==> src/rtl/round_sched_pkg.sv <==
// round_sched_pkg: phase encoding and tick-period helper shared by the round scheduler
package round_sched_pkg;

    localparam int PHASE_W = 3;

    typedef enum logic [PHASE_W-1:0] {
        IDLE  = 3'd0,
        SHOW  = 3'd1,
        INPUT = 3'd2,
        GOOD  = 3'd3,
        END   = 3'd4
    } phase_t;

    // Tick period in clk cycles for a given difficulty step
    function automatic int tick_period(input int base, input int step, input logic [1:0] diff);
        return base - int'(diff) * step;
    endfunction

endpackage

==> src/rtl/round_scheduler_tick_gen.sv <==
// tick_gen: down-counting game-pace strobe; restart reloads so the first tick lands a full period later
module tick_gen #(
    parameter int W = 10
) (
    input  logic         clk,
    input  logic         reset,
    input  logic         run,
    input  logic         restart,
    input  logic [W-1:0] period,
    output logic         tick
);

    logic [W-1:0] cnt;

    // Count down while running, strobe and reload at zero; restart wins over counting
    always_ff @(posedge clk) begin
        if (reset || restart) begin
            cnt  <= period - W'(1);
            tick <= 1'b0;
        end else if (run) begin
            cnt  <= (cnt == '0) ? period - W'(1) : cnt - W'(1);
            tick <= (cnt == '0);
        end else begin
            tick <= 1'b0;
        end
    end

endmodule

==> src/rtl/round_scheduler.sv <==
// round_scheduler: round-phase FSM, difficulty-scaled tick and level/difficulty tracking for the light-memory game
// Optional LEVEL_BCD_EN: drive level as two packed BCD digits instead of binary.
module round_scheduler
    import round_sched_pkg::*;
#(
    parameter int BASE_PERIOD     = 1000,
    parameter int PERIOD_STEP     = 250,
    parameter int LEVELS_PER_DIFF = 2,
    parameter int INPUT_TIMEOUT   = 16,
    parameter int GOOD_TICKS      = 2,
    parameter int MAX_LEVEL       = 99
) (
    input  logic               clk,
    input  logic               reset,
    input  logic               start,
    input  logic               core_show_done,
    input  logic               core_input_ok,
    input  logic               core_input_fail,
    output logic               tick,
    output logic [PHASE_W-1:0] phase,
    output logic               core_start_show,
    output logic               core_start_input,
    output logic [7:0]         level,
    output logic [1:0]         difficulty,
    output logic               game_over,
    output logic               busy
);

    localparam int TW = $clog2(BASE_PERIOD + 1);

    phase_t        state, state_next;
    logic [15:0]   to_cnt, good_cnt;
    logic [7:0]    lvl, lvl_inc, lvl_next;
    logic [1:0]    diff_next;
    logic [TW-1:0] period;
    logic          restart, new_game, enter_good;

    function automatic logic [7:0] enc(input logic [7:0] b);
`ifdef LEVEL_BCD_EN
        return {4'(b / 8'd10), 4'(b % 8'd10)};
`else
        return b;
`endif
    endfunction

    assign restart    = state_next != state;
    assign new_game   = (state == IDLE || state == END) && start;
    assign enter_good = state == INPUT && state_next == GOOD;
    assign lvl_inc    = (lvl >= 8'(MAX_LEVEL)) ? 8'(MAX_LEVEL) : lvl + 8'd1;
    assign period     = TW'(tick_period(BASE_PERIOD, PERIOD_STEP, reset ? 2'd0 : difficulty));
    assign phase      = state;
    assign busy       = state == SHOW || state == INPUT || state == GOOD;
    assign game_over  = state == END;

    tick_gen #(.W(TW)) u_tick (
        .clk     (clk),
        .reset   (reset),
        .run     (busy),
        .restart (restart),
        .period  (period),
        .tick    (tick)
    );

    // Next phase: fail beats ok, and any result beats a coincident timeout tick
    always_comb begin
        state_next = state;
        case (state)
            IDLE, END: state_next = start ? SHOW : state;
            SHOW:      state_next = core_show_done ? INPUT : SHOW;
            INPUT:     state_next = core_input_fail ? END :
                                    core_input_ok ? GOOD :
                                    (tick && to_cnt == 16'(INPUT_TIMEOUT - 1)) ? END : INPUT;
            GOOD:      state_next = (tick && good_cnt == 16'(GOOD_TICKS - 1)) ? SHOW : GOOD;
            default:   state_next = IDLE;
        endcase
    end

    // Level and difficulty after a new game or a cleared round
    always_comb begin
        lvl_next  = new_game ? 8'd1 : enter_good ? lvl_inc : lvl;
        diff_next = new_game ? 2'd0 :
                    (enter_good && (lvl_inc - 8'd1) % 8'(LEVELS_PER_DIFF) == 8'd0 && difficulty != 2'd3) ?
                    difficulty + 2'd1 : difficulty;
    end

    // State, bookkeeping, per-phase tick counters and entry pulses
    always_ff @(posedge clk) begin
        if (reset) begin
            state            <= IDLE;
            lvl              <= 8'd1;
            level            <= enc(8'd1);
            difficulty       <= 2'd0;
            to_cnt           <= '0;
            good_cnt         <= '0;
            core_start_show  <= 1'b0;
            core_start_input <= 1'b0;
        end else begin
            state            <= state_next;
            lvl              <= lvl_next;
            level            <= enc(lvl_next);
            difficulty       <= diff_next;
            to_cnt           <= restart ? '0 : (state == INPUT && tick) ? to_cnt + 16'd1 : to_cnt;
            good_cnt         <= restart ? '0 : (state == GOOD && tick) ? good_cnt + 16'd1 : good_cnt;
            core_start_show  <= restart && state_next == SHOW;
            core_start_input <= restart && state_next == INPUT;
        end
    end

endmodule

==> config.mk <==
export PLATFORM = sky130hd
export DESIGN_NAME = round_scheduler
export DESIGN_NICKNAME = d
export VERILOG_FILES = /design/src/rtl/round_sched_pkg.sv /design/src/rtl/round_scheduler_tick_gen.sv /design/src/rtl/round_scheduler.sv
export SDC_FILE = /design/constraint.sdc
export NUM_CORES = 1
export LEC_CHECK = 0
export CAP_MARGIN = 15
export CORE_MARGIN = 2
export CORE_UTILIZATION = 58
export DETAILED_ROUTE_END_ITERATION = 12
export GPL_ROUTABILITY_DRIVEN = 0
export PLACE_DENSITY = 0.8
export SYNTH_ARGS = -nofsm -noshare
export SYNTH_HDL_FRONTEND = slang
export SYNTH_SLANG_ARGS = --single-unit
export TNS_END_PERCENT = 5
==> constraint.sdc <==
create_clock -name clk -period 2.2 [get_ports clk]
set_input_delay 0.66 -clock clk [delete_from_list [all_inputs] [get_ports clk]]
set_output_delay 0.66 -clock clk [all_outputs]
set_load 0.05 [all_outputs]
-- Word level (Yosys, flattened, before mapping)
Index checks and enable logic that the tools add are counted.
- output and inout bits: 18
- logic and storage cells: 65
- flip-flop bits (word level): 58
- bits of input ports: 6
- add/sub/neg operators: 8
- equality and inequality tests: 11
- bitwise operators: 1
- order comparisons: 1
- reductions and logical operators: 22
- mux-type cells: 12
- multipliers: 1
- operator list (operator ; number):
    16-bit by 1-bit adder with 16-bit output, second input constant ; 2
    10-bit 2-to-1 mux ; 3
    10-bit by 1-bit subtractor with 10-bit output, second input constant ; 2
    16-bit by 1-bit == test with 1-bit output, second input constant ; 1
    16-bit by 4-bit == test with 1-bit output, second input constant ; 1
    3-bit by 2-bit == test with 1-bit output, second input constant ; 4
    3-bit 2-to-1 mux ; 4
    3-bit case mux with 4 select lines ; 1
    1-bit logical AND ; 10
    10-bit logical NOT ; 1
    10-bit subtractor, first input constant ; 1
    2-bit by 7-bit multiplier with 9-bit output, second input constant ; 1
    8-bit by 1-bit adder with 8-bit output, second input constant ; 1
    8-bit by 7-bit greater-or-equal comparator with 1-bit output, second input constant ; 1
    8-bit logical NOT ; 1
    8-bit 2-to-1 mux ; 1
    2-bit OR reduction ; 4
    3-bit by 1-bit == test with 1-bit output, second input constant ; 2
    2-bit 2-to-1 mux ; 3
    1-bit logical OR ; 4
    3-bit == test, second input constant ; 1
    3-bit logical NOT ; 1
    3-bit inequality test ; 1
    2-bit by 1-bit adder with 2-bit output, second input constant ; 1
    other kinds (4) ; 4

-- Longest topological paths before layout
- word-level depth: 10
- gate-level depth with buffers: 8
- depth with buffers taken out: 7

-- Cells and area by module
From an unflattened synthesis, not the netlist that was laid out.
- cells, all modules: 355
- area, all modules: 3270.6 um^2
- modules (own cells, without submodules) (module ; cells an instance ; area an instance (um^2) ; sequential area each (um^2) ; instances):
    round_scheduler ; 274 ; 2452.4 ; 940.9 ; 1
    tick_gen ; 81 ; 818.3 ; 320.3 ; 1

-- Worst setup path after synthesis
Ideal clock, no wire load.
- kind: register to register
- from: reg state[1], in the netlist phase[1]
- to: reg u_tick.cnt[0], enable pin
- library setup time: 316 ps
- arrival: 1962 ps
- slack: -78 ps
- period minus slack after synthesis: 2278 ps
- cell stages (with the launch flop): 8
- data required time: 1884 ps
- cell sequence: dfxtp_1 buf_4 nor3b_1 nand3_1 o21a_1 nand4_1 buf_4 or2_2
- cells in the longest elaborated chain, start to end: 6
- elaborated cells on any way between the ends: 13
- RTL lines (element ; RTL line ; RTL):
    from (decl) ; round_scheduler.sv:31 ; phase_t state, state_next;
    from (signal assigned) ; round_scheduler.sv:98 ; state <= state_next;
    3-bit == test or 3-bit logical NOT (tied branches) ; round_scheduler.sv:67 ; case (state)
    2-bit OR reduction ; round_scheduler.sv:67 ;
    3-bit case mux with 4 select lines ; round_scheduler.sv:67 ;
    3-bit inequality test ; round_scheduler.sv:46 ; assign restart = state_next != state;
    1-bit logical OR ; round_scheduler_tick_gen.sv:17 ; if (reset || restart) begin
    2-bit nonzero test (no line) (*) ; - ;
    to (signal assigned) ; round_scheduler_tick_gen.sv:18 ; cnt <= period - W'(1);
    to (signal assigned) ; round_scheduler_tick_gen.sv:21 ; cnt <= (cnt == '0) ? period - W'(1) : cnt - W'(1);
    to (decl) ; round_scheduler_tick_gen.sv:13 ; logic [W-1:0] cnt;
Mark *: on every way between the ends. The rest lies on a longest branch, timed or not.
A chain may end at the register's enable or synchronous reset.

-- Worst setup path after layout
- from: reg u_tick.cnt[0]
- to: reg u_tick.cnt[2] (data pin)
- cells in the longest elaborated chain, start to end: 4
- elaborated cells on any way between the ends: 5
- RTL lines (element ; RTL line ; RTL):
    10-bit by 1-bit subtractor with 10-bit output or 10-bit logical NOT (tied branches) ; round_scheduler_tick_gen.sv:21 ;
    10-bit 2-to-1 mux (*) ; round_scheduler_tick_gen.sv:21 ;
    10-bit 2-to-1 mux (*) ; round_scheduler_tick_gen.sv:20 ; end else if (run) begin
    10-bit 2-to-1 mux (*) ; round_scheduler_tick_gen.sv:17 ;
Mark *: on every way between the ends. The rest lies on a longest branch, timed or not. The select of a mux whose other input is x is not followed.

==> out/results.ini <==
[logic_synthesis]
yosys_warnings=0
syn_area_mm2=0.00292
synth_seq_cells=58
synth_top_area_share_pct=32.9
synthFlopType=dfxtp_1
ys_seq_area_share_pct=43.2
synth_area_leaders=dfxtp_1 33%, edfxtp_1 10%, xor2_1 8.4%
syn_nets=331
yosysUniqueCellTypes=54
synth_edf_count=10
avgSynthCellArea_um2=9.15
synthCells=319
synthArstFlopShare_pct=0
synth_area_leader_cell=dfxtp_1

[sta]
min_period_ns=2.17
drv_slew=0
fmax_mhz=461
fin_ws_ns=0.0288
tightestPinTransition_ns=0.497
rsz0062_at_grt=true
maxSlewHeadroom_pct=66.6
finalHoldViolations=0
period_share_pct=98.7
skew_ns=0.00618
setup_viol=0

[clocking]
cts_setup_buffers=0
clkLatencyLatePin_ns=0.34
htreeDepth=3
clk_pin_slew_ns=0.07
cts_sinks=58
cts_buffer_depth=2
cts_tree=done
cts_root_buf=clkbuf_8
cts_hold_buf=0
numCtsBuffers=9

[power_and_ir_drop]
power.share.sequential_pct=49.2
combPwrFrac_pct=9.5
intPower_w=0.00171
p_total_w=0.00227
power.share.switching_pct=24.4
p_leak_nw=1.42
p_per_area_mw_per_mm2=633
switching_power_w=0.000554
power_frac_clock_pct=41.3
peakVddDrop_mv=0.576

[grt]
grt_pass1_vias=2326
gr-total-overflow=0
grt_max_degree=34
grt_pass1_wl_um=10200
antenna_found_initial=0
grt_util_all_layers_pct=24.1

[setup_path]
cp_max_fo=4
crit_end=u_tick.cnt[2]$_DFFE_PP_
critPathLaunchType=register
crit_start=u_tick.cnt[0]$_SDFFCE_PP1P_
reg2reg_slack_ns=0.03
cp_data_arrival_time_ns=2.26
cp.required_ns=2.29
ff2ff_path_depth=8
r2r-start=u_tick.cnt[0]$_SDFFCE_PP1P_
crit_path_end_kind=register
timing.rr.end=u_tick.cnt[2]$_DFFE_PP_
critPathKind=register to register

[job]
maxCapViolations=0

[die]
row_count=25
core_mm2=0.00479
die_w_um=74.9
design.die.area_mm2=0.00562
io_pins=24
fp.dieH_um=74.9
start_util_pct=61.0

[final_layout]
n_antenna_cell=0
layout_commonest_cell=nor2_1
post_route_cells_drive_above_1_share_pct=18.7
final_cell_mix=53 x nor2_1, 46 x dfxtp_1, 31 x buf_4, 28 x xor2_1, 22 x nand2_1
fin_area_mm2=0.00358
syn_to_final_growth_pct=22.6
fin_util_pct=74.8
fin_nets=376

[route]
vias=2465
firstDrtPassIters=4
antenna_left=0
routedWlPerCell_um=14.3
drc=0
drt-total-wl_um=6250
viasPerCell=5.65
drtIter0Drc=109

[placement]
place.port_buffers=23
pre_cts_slack_ns=-0.450
hpwl_um=4310
placed_cell_area_mm2=0.00332

[min_path]
hold_class=register to register
holdPathStages=1

[run_status]
status=complete, no violations

power by group through the flow:
stage                     clock [W]  combinational, W  sequential [W]
after detailed placement          0          0.000207         0.00114
after CTS                  0.000948          0.000208         0.00111
after global placement            0          0.000205         0.00114
after floorplan                   0          0.000129         0.00115
final                      0.000936          0.000217         0.00112
after global routing       0.000983          0.000235         0.00112
routing by layer:
layer / vias up / GRT usage (%) / wire [µm]
li1: 1221 / - / -
met1: 1170 / 30.2 / 2950
met2: 58 / 39.4 / 2910
met3: 16 / 4.42 / 249
met4: 0 / 13.3 / 137
met5: - / 0 / 0
critical path, cell delays in order (launching register included):
cell and delay, ns:
edfxtp_1 0.40, inv_1 0.10, ha_1 0.22, nor3b_1 0.15, buf_4 0.14, nand4b_1 0.18, nand2_4 0.08, or3_4 0.36
o31a_1 0.29
worst min path at each step:
| stage | start | to | slack [ns] |
|---|---|---|---|
| after global routing | lvl[7]$_SDFFE_PP0P_ | lvl[7]$_SDFFE_PP0P_ | 0.53 |
| after detailed placement | to_cnt[1]$_SDFFE_PP0P_ | to_cnt[1]$_SDFFE_PP0P_ | 0.48 |
| after global placement | to_cnt[1]$_SDFFE_PP0P_ | to_cnt[1]$_SDFFE_PP0P_ | 0.47 |
| after floorplan | to_cnt[1]$_SDFFE_PP0P_ | to_cnt[1]$_SDFFE_PP0P_ | 0.45 |
| after CTS | lvl[7]$_SDFFE_PP0P_ | lvl[7]$_SDFFE_PP0P_ | 0.52 |
| final | lvl[7]$_SDFFE_PP0P_ | lvl[7]$_SDFFE_PP0P_ | 0.51 |
kinds of logic after synthesis:
family / after synthesis / share of synthesized area (%)
AOI/OAI and AO/OA: 40 / 10.2
xor gates and xnor gates: 39 / 11.7
adders and majority gates: 6 / 2.57
buffers and inverters: 19 / 3.81
DFF: 58 / 43.2
muxes: 1 / 0.343
and+or+nand+nor: 156 / 28.2
through the flow:
stage          instances  hold slack [ns]  TNS (ns)
2_1_floorplan        319            0.454         0
3_3_place_gp         420            0.469    -16.16
3_5_place_dp         420            0.484    -21.59
4_1_cts              436            0.518         0
5_1_grt              436            0.533   -0.0369
6_report             436            0.508         0
state kept, by name, indices dropped and copies added (netlist names):
| name | flops |
|---|---|
| lvl | 8 |
| core_start_input | 1 |
| good_cnt | 16 |
| core_start_show | 1 |
| to_cnt | 16 |
| difficulty | 2 |
| phase | 3 |
| u_tick.cnt | 10 |
| u_tick.tick | 1 |
final cells by class:
type	instances	area, µm²
multi-input combinational	242	1600
fill	374	1210
inverter	9	33.8
timing repair buffer	44	409
sequential	58	1260
tap	67	83.8
clock buffer	14	183
clock inverter	2	10.0
cell usage after synthesis (2+ instances only):
library cell / instances
or3_4: 2
or3_1: 2
a21oi_1: 6
buf_4: 2
and3_1: 13
o31a_1: 4
a211oi_1: 2
o21ai_0: 10
nor4b_1: 2
inv_1: 9
xnor2_1: 11
nor2b_1: 2
dfxtp_1: 48
buf_2: 2
or2_2: 2
xor2_1: 28
nand4_1: 10
and2_1: 3
nand3_1: 15
nand4b_1: 3
nand2_1: 22
nor4_1: 6
o31ai_1: 4
nor3_1: 5
nor2_1: 53
clkbuf_1: 2
ha_1: 6
buf_6: 4
edfxtp_1: 10
and4_1: 3
nand2b_1: 3
nor3b_1: 3
repair_timing:
item | 4_1_cts | 5_1_grt
resized for setup | 2 | 15
setup endpoints to repair | 45 | 49
pin swaps | 1 | 3
Note: power is estimated with default switching activity, not from simulation.
